[src/rtl/npc_lsu.sv]
// Load/store unit between the execute stage and the 64-bit data memory port.
// One request in flight; handles lane alignment, load extension, misalignment and timeout errors.
module npc_lsu #(
  parameter int unsigned TIMEOUT = 16
) (
  input  logic        clk,
  input  logic        rst,
  input  logic        req_valid,
  output logic        req_ready,
  input  logic        req_wen,
  input  logic [63:0] req_addr,
  input  logic [63:0] req_wdata,
  input  logic [1:0]  req_size,
  input  logic        req_unsigned,
  output logic        mem_valid,
  input  logic        mem_ready,
  output logic [63:0] mem_raddr,
  input  logic [63:0] mem_rdata,
  output logic [63:0] mem_waddr,
  output logic [63:0] mem_wdata,
  output logic [7:0]  mem_wmask,
  output logic        mem_wen,
  output logic        resp_valid,
  input  logic        resp_ready,
  output logic [63:0] resp_rdata,
  output logic        resp_err
);

  typedef enum logic [1:0] {
    IDLE   = 2'd0,
    ACCESS = 2'd1,
    RESP   = 2'd2
  } state_e;

  localparam int unsigned CW = (TIMEOUT < 2) ? 1 : $clog2(TIMEOUT);
  localparam logic [CW-1:0] CNT_LAST = CW'(TIMEOUT - 1);

  state_e         state_q, state_d;
  logic           wen_q, wen_d;
  logic [63:0]    addr_q, addr_d;
  logic [63:0]    wdata_q, wdata_d;
  logic [1:0]     size_q, size_d;
  logic           uns_q, uns_d;
  logic [CW-1:0]  cnt_q, cnt_d;
  logic [63:0]    rdata_q, rdata_d;
  logic           err_q, err_d;

  function automatic logic misaligned_f(input logic [2:0] off, input logic [1:0] size);
    logic mis;
    case (size)
      2'd0:    mis = 1'b0;
      2'd1:    mis = off[0];
      2'd2:    mis = |off[1:0];
      default: mis = |off[2:0];
    endcase
    return mis;
  endfunction

  function automatic logic [7:0] lane_mask_f(input logic [1:0] size);
    logic [7:0] m;
    case (size)
      2'd0:    m = 8'h01;
      2'd1:    m = 8'h03;
      2'd2:    m = 8'h0F;
      default: m = 8'hFF;
    endcase
    return m;
  endfunction

  // Shift the addressed lanes down, keep the access width, then sign/zero extend.
  function automatic logic [63:0] load_extend_f(input logic [63:0] raw, input logic [2:0] off,
                                                input logic [1:0] size, input logic uns);
    logic [63:0] sh;
    logic [63:0] res;
    sh = raw >> {off, 3'b000};
    case (size)
      2'd0:    res = {{56{~uns & sh[7]}},  sh[7:0]};
      2'd1:    res = {{48{~uns & sh[15]}}, sh[15:0]};
      2'd2:    res = {{32{~uns & sh[31]}}, sh[31:0]};
      default: res = sh;
    endcase
    return res;
  endfunction

  // State register and latched request/response.
  always_ff @(posedge clk) begin
    if (rst) begin
      state_q <= IDLE;
      wen_q   <= 1'b0;
      addr_q  <= 64'd0;
      wdata_q <= 64'd0;
      size_q  <= 2'd0;
      uns_q   <= 1'b0;
      cnt_q   <= '0;
      rdata_q <= 64'd0;
      err_q   <= 1'b0;
    end else begin
      state_q <= state_d;
      wen_q   <= wen_d;
      addr_q  <= addr_d;
      wdata_q <= wdata_d;
      size_q  <= size_d;
      uns_q   <= uns_d;
      cnt_q   <= cnt_d;
      rdata_q <= rdata_d;
      err_q   <= err_d;
    end
  end

  // Next-state logic.
  always_comb begin
    state_d = state_q;
    wen_d   = wen_q;
    addr_d  = addr_q;
    wdata_d = wdata_q;
    size_d  = size_q;
    uns_d   = uns_q;
    cnt_d   = cnt_q;
    rdata_d = rdata_q;
    err_d   = err_q;
    case (state_q)
      IDLE: begin
        if (req_valid) begin
          wen_d   = req_wen;
          addr_d  = req_addr;
          wdata_d = req_wdata;
          size_d  = req_size;
          uns_d   = req_unsigned;
          cnt_d   = '0;
          rdata_d = 64'd0;
          if (misaligned_f(req_addr[2:0], req_size)) begin
            err_d   = 1'b1;
            state_d = RESP;
          end else begin
            err_d   = 1'b0;
            state_d = ACCESS;
          end
        end else begin
          state_d = IDLE;
        end
      end
      ACCESS: begin
        if (mem_ready) begin
          rdata_d = wen_q ? 64'd0 : load_extend_f(mem_rdata, addr_q[2:0], size_q, uns_q);
          err_d   = 1'b0;
          state_d = RESP;
        end else if (cnt_q == CNT_LAST) begin
          // TIMEOUT consecutive cycles without mem_ready have now elapsed.
          rdata_d = 64'd0;
          err_d   = 1'b1;
          state_d = RESP;
        end else begin
          cnt_d   = cnt_q + CW'(1);
          state_d = ACCESS;
        end
      end
      RESP: begin
        if (resp_ready) begin
          state_d = IDLE;
        end else begin
          state_d = RESP;
        end
      end
      default: begin
        state_d = IDLE;
      end
    endcase
  end

  // Outputs decoded purely from registered state.
  always_comb begin
    req_ready  = 1'b0;
    mem_valid  = 1'b0;
    mem_raddr  = 64'd0;
    mem_waddr  = 64'd0;
    mem_wdata  = 64'd0;
    mem_wmask  = 8'd0;
    mem_wen    = 1'b0;
    resp_valid = 1'b0;
    resp_rdata = 64'd0;
    resp_err   = 1'b0;
    case (state_q)
      IDLE: begin
        req_ready = 1'b1;
      end
      ACCESS: begin
        mem_valid = 1'b1;
        mem_raddr = {addr_q[63:3], 3'b000};
        mem_waddr = {addr_q[63:3], 3'b000};
        mem_wdata = wdata_q << {addr_q[2:0], 3'b000};
        mem_wmask = lane_mask_f(size_q) << addr_q[2:0];
        mem_wen   = wen_q;
      end
      RESP: begin
        resp_valid = 1'b1;
        resp_rdata = rdata_q;
        resp_err   = err_q;
      end
      default: begin
        req_ready = 1'b0;
      end
    endcase
  end

endmodule

[config.mk]
export PLATFORM = sky130hd
export DESIGN_NAME = npc_lsu
export DESIGN_NICKNAME = d
export VERILOG_FILES = /design/src/rtl/npc_lsu.sv
export SDC_FILE = /design/constraint.sdc
export NUM_CORES = 1
export LEC_CHECK = 0
export ABC_AREA = 1
export CORE_MARGIN = 10
export CORE_UTILIZATION = 45
export CTS_CLUSTER_SIZE = 24
export DETAILED_ROUTE_END_ITERATION = 6
export PLACE_DENSITY = 0.82
export RECOVER_POWER = 100
export SETUP_SLACK_MARGIN = 0.05
export SLEW_MARGIN = 20
export SYNTH_ARGS = -nofsm -noshare
export SYNTH_HDL_FRONTEND = slang
export SYNTH_SLANG_ARGS = --single-unit
export TNS_END_PERCENT = 50
[constraint.sdc]
create_clock -name clk -period 2.1 [get_ports clk]
set_input_delay 0.42 -clock clk [delete_from_list [all_inputs] [get_ports clk]]
set_output_delay 0.42 -clock clk [all_outputs]
set_load 0.01 [all_outputs]
* Word-level counts from Yosys, hierarchy flattened
Cells that the tools add are included.
** Cells by class
- Shift operators :: 3
- Reduce and logical (&&, ||, !) cells :: 9
- Add/subtract/negate cells :: 1
- Muxes and demuxes :: 35
- Eq/ne operators :: 11
- Bitwise logic cells :: 4
** Operators by type and width (number)
- $mux 64 :: 7
- $pmux 64 s3 :: 1
- $pmux 64 s2 :: 1
- $shl 64x6->64 :: 1
- $shr 64x6->64 :: 1
- $pmux 8 s3 :: 1
- $mux 8 :: 2
- $mux 4 :: 3
- $mux 1 :: 11
- $mux 2 :: 5
- $pmux 4 s2 :: 1
- $shl 8x3->8 :: 1
- $eq 2x1->1 const B :: 3
- $eq 2x2->1 const B :: 3
- $logic_not 2->1 :: 3
- $ne 2x2->1 const B :: 3
- $pmux 2 s3 :: 1
- $add 4x1->4 const B :: 1
- $eq 4x4->1 const B :: 1
- $reduce_and 4->1 :: 1
- $and 1x1->1 :: 3
- $ne 3x3->1 const B :: 1
- $pmux 1 s3 :: 1
- $reduce_and 3->1 :: 1
- 6 further kinds :: 6
** Storage, ports and cells
- Word-level logic and storage cells :: 72
- Register bits after elaboration :: 203
- Input port bits :: 201

* Depth between registers and ports, before layout
- Word-level depth :: 7
- Mapped depth :: 13
- Depth with buffers taken out :: 11

* Least setup slack after synthesis
No wires, ideal clock.
- Path type :: flip-flop to output port
- Start :: register addr_q[0]
- End :: output port mem_wdata[60]
- Path slack :: 0.181 ns
- Arrival time :: 1.499 ns
- Data required time :: 1.680 ns
- Stages on the path, launching flop included :: 9
- Cells stage by stage :: dfxtp_1 buf_6 buf_6 buf_2 buf_2 o21ai_0 nand2_1 o21ai_0 o21ai_0
** On the way
- Cells in the longest elaborated chain, start to end :: 2
** Ends and longest elaborated chain
- start: declaration :: line 40 : logic [63:0] addr_q, addr_d;
- start signal: assignment :: line 100 : addr_q <= addr_d;
- $shl 64x6->64 :: line 190 : mem_wdata = wdata_q << {addr_q[2:0], 3'b000};
- $mux 64 :: line 182 : case (state_q)
- end: declaration :: line 20 : output logic [63:0] mem_wdata,
Every way passes these cells.

* Final worst setup path
- Start :: register state_q[0]
- End :: output port mem_wdata[62]
** On the way
- Cells in the longest elaborated chain, start to end :: 2
** Ends and longest elaborated chain
- start: declaration :: line 38 : state_e state_q, state_d;
- start signal: assignment :: line 98 : state_q <= state_d;
- $eq 2x1->1 :: line 182
- $mux 64 :: line 182
Every way passes these cells.

==> summary.md <==
| Metric | Value |
|---|---|
| Status | finished with violations |
| Violated checks | setup timing |
| Post-layout nets | 2545 |
| #FFs+latches synth | 203 |
| RSZ-0062 raised after global routing | yes |
| GP Congestion | 0.9795 |
| I/O pin cnt | 470 |
| Non-Filler Instances | 2708 |
| Total clock buffers created by CTS | 23 |
| First-pass GRT wire length | 84.84 mm |
| Crit end category | output port |
| Cell Area, Synth | ~0.012 mm^2 |
| Die Span Y | 183.2 um |
| Area grow syn2layout | 55.45% |
| Vias per cell | between 5 and 6 |
| Skew final | around 0.012 ns |
| Utilization after layout | between 70 and 80% |
| Initial antenna violation count | 14 |
| Slew headroom | 54.66% |
| Distinct cells, synth | 39 |
| Via count | 15180 |
| Count leader, synth | nand2_1 |
| DP HPWL | around 42 mm |
| VDD IR-drop max | about 440 uV |
| Number of enable flip-flop cells after synthesis | 0 |
| H-tree depth | 1 |
| Hold/Removal Path Class | primary input to flop |
| Max FO, Critical Path | 12 |
| Worst Hold End | err_q |
| Reg clk slew, reported paths | about 0.060 ns |
| Pwr dens | between 600 and 700 mW/mm^2 |
| Average size of a mapped cell | 6.307 um^2 |
| WL per Instance | 21.62 um |
| Final setup margin | -0.3476 ns |
| Startpoint types | flop |
| Final Slew Violations | 0 |
| GR Overflow Total | 0 |
| CTS Hold Bufs | 0 |
| CTS root buffer | clkbuf_16 |
| CP peak stage delay | 0.33 ns |
| Reg2Reg Depth | 8 |
| Initial Util | 45.88% |
| Worst path cell trace | inv_2 > nor2_4 > inv_4 > nor2_4 > inv_4 > buf_12 > a221o_1 > o21ai_2 > buf_2 |
| Fin crit period | approximately 2.4 ns |
| Yosys top cell by area | dfxtp_1 |
| TritonCTS Sinks | roughly 200 |
| R2R Path Start | state_q[1] |
| Number of global-route vias before repair | 14510 |
| Post-synthesis sequential area ratio | 33.90% |
| Req. time, crit path | 1.68 ns |
| Detail Route Antenna Nets | 0 |
| CTS tree | yes |
| Fmax | 0.4086 GHz |
| Final setup viols | 225 |
| P_leak | around 0.0082 uW |
| Port Buffers | 463 |
| Chip width | 183.2 um |
| GRT Total Usage | 31.77% |
| Setup TNS after final layout | -32.63 ns |
| Most common flop cell mapped by yosys | dfxtp_1 |
| Hold Path Depth | 2 |
| Die area | 0.03357 mm^2 |
| Worst-skew pair later-pin latency | about 0.52 ns |
| Core area | 0.02613 mm^2 |
| Final Cycle Share | 116.6% |
| Finished Cell Area | 0.01864 mm^2 |
| Kind of critical path | flop to output port |
| Rows | 59 |
| Crit path arrival time | 2.03 ns |
| Share of layout cells above drive strength 1 | 23.22% |
| HP Start | rst |
| Ranking of synthesized cells by area | dfxtp_1 34%, o21ai_0 12%, nand2_1 11% |
| Drt drc | 0 |
| Clock buffer depth | 3 |
| Top cell type's share of synthesized area | 33.90% |
| Cell count after synthesis | ~1900 |
| Post-Route WL | between 50 and 60 mm |
| Final Hold Viols | 0 |
| Async set or reset register ratio after synthesis | 0% |
| Router iterations before antenna repair | 6 |
| Reg2reg end | cnt_q[3] |
| Max cap viols | 0 |
| Synth Warn # | 0 |
| Iteration-0 DRC Markers | 1564 |
| CP max stage cell | dfxtp_2 |
| R2R Setup Slk | -0.16 ns |
| Placed cells | 2630 |
| WHS | 0.1365 ns |
| Least-Margin Pin Slew | 0.6800 ns |
| Commonest cells post-synth | 349 x nand2_1, 286 x o21ai_0, 283 x nor2_1, 203 x dfxtp_1, 193 x a21oi_1 |
| Placed Area | 0.01723 mm^2 |
| Largest net degree at the start of global routing | 87 |
-- stage by stage --
step | total power [uW] | setup WS (ns)
after floorplan | 6174 | 0.1815
after global placement | 7740 | -0.2258
after detailed placement | 7790 | -0.2725
after CTS | 11820 | -0.2911
after global routing | 12610 | -0.4014
final | 12110 | -0.3476
-- cells in the final DEF, fill, tap and decap left out, types with 33 or more instances in the layout --
| cell type | n |
|---|---|
| nand3_1 | 75 |
| nor2_1 | 223 |
| buf_4 | 117 |
| buf_6 | 65 |
| o21ai_0 | 234 |
| dfxtp_1 | 198 |
| buf_2 | 89 |
| clkbuf_2 | 33 |
| inv_1 | 166 |
| clkdlybuf4s50_1 | 200 |
| dlygate4sd2_1 | 56 |
| nor2_4 | 40 |
| nand2_1 | 336 |
| a21oi_1 | 192 |
-- report_power, final --
part / total (uW) / internal [uW] / switching [uW]
clock network: 3890 / 2220 / 1680
logic: 3880 / 1620 / 2260
registers: 4340 / 4140 / 199
-- worst max-delay path by stage --
stage                     from       endpoint  slack [ns]
floorplan            addr_q[0]  mem_wdata[60]        0.18
global placement    state_q[0]  mem_wdata[53]       -0.23
detailed placement  state_q[0]  mem_wdata[53]       -0.27
CTS                 state_q[0]  mem_wdata[62]       -0.29
global route        state_q[0]  mem_wdata[48]       -0.40
finish              state_q[0]  mem_wdata[62]       -0.35
-- registers in the layout, summed over array words and instances (netlist names) --
register  count
size_q        2
wen_q         1
addr_q       64
cnt_q         4
wdata_q      64
uns_q         1
rdata_q      64
state_q       2
err_q         1
-- layer usage --
layer / track usage, % / part of all wire, % / vias up / wire (um)
met5: 0 / 0.055 / - / 32
met4: 18.46 / 6.5 / 4 / 3810
met3: 8.004 / 9.5 / 213 / 5535
met2: 54.62 / 48 / 871 / 28360
met1: 34.98 / 36 / 7086 / 20820
li1: - / - / 7010 / -
-- area by class of cell --
cell class | instances | area (um^2)
antenna | 13 | 32.53
clock buffer | 28 | 614.3
clock inverter | 14 | 111.4
fill | 2085 | 7496
inverter | 183 | 713.2
multi-input combinational | 1303 | 6818
sequential | 203 | 4078
tap | 335 | 419.2
timing repair buffer | 629 | 5851
-- cell families after synthesis --
group	share of synthesized area, %
muxes	1.503
DFF	33.90
AOI/OAI and AO/OA	24.44
buffers and inverters	15.61
other	0.03128
adders and majority gates	0.1043
and+or+nand+nor	24.41
-- worst max-delay path: cells and delay by family (launching register included) --
kind | cells | cell delay (ns)
buf+inv | 5 | 0.54
flops | 1 | 0.33
compound gates | 2 | 0.38
simple gates | 2 | 0.25
-- timing repair --
| item | 4_1_cts | 5_1_grt |
|---|---|---|
| pin swaps | 18 | 11 |
| setup buffers | 6 | 7 |
| setup endpoints to repair | 278 | 321 |
| gates resized for setup | 818 | 329 |
| gates cloned | 4 | 6 |
(Power assumes the default switching activity.)
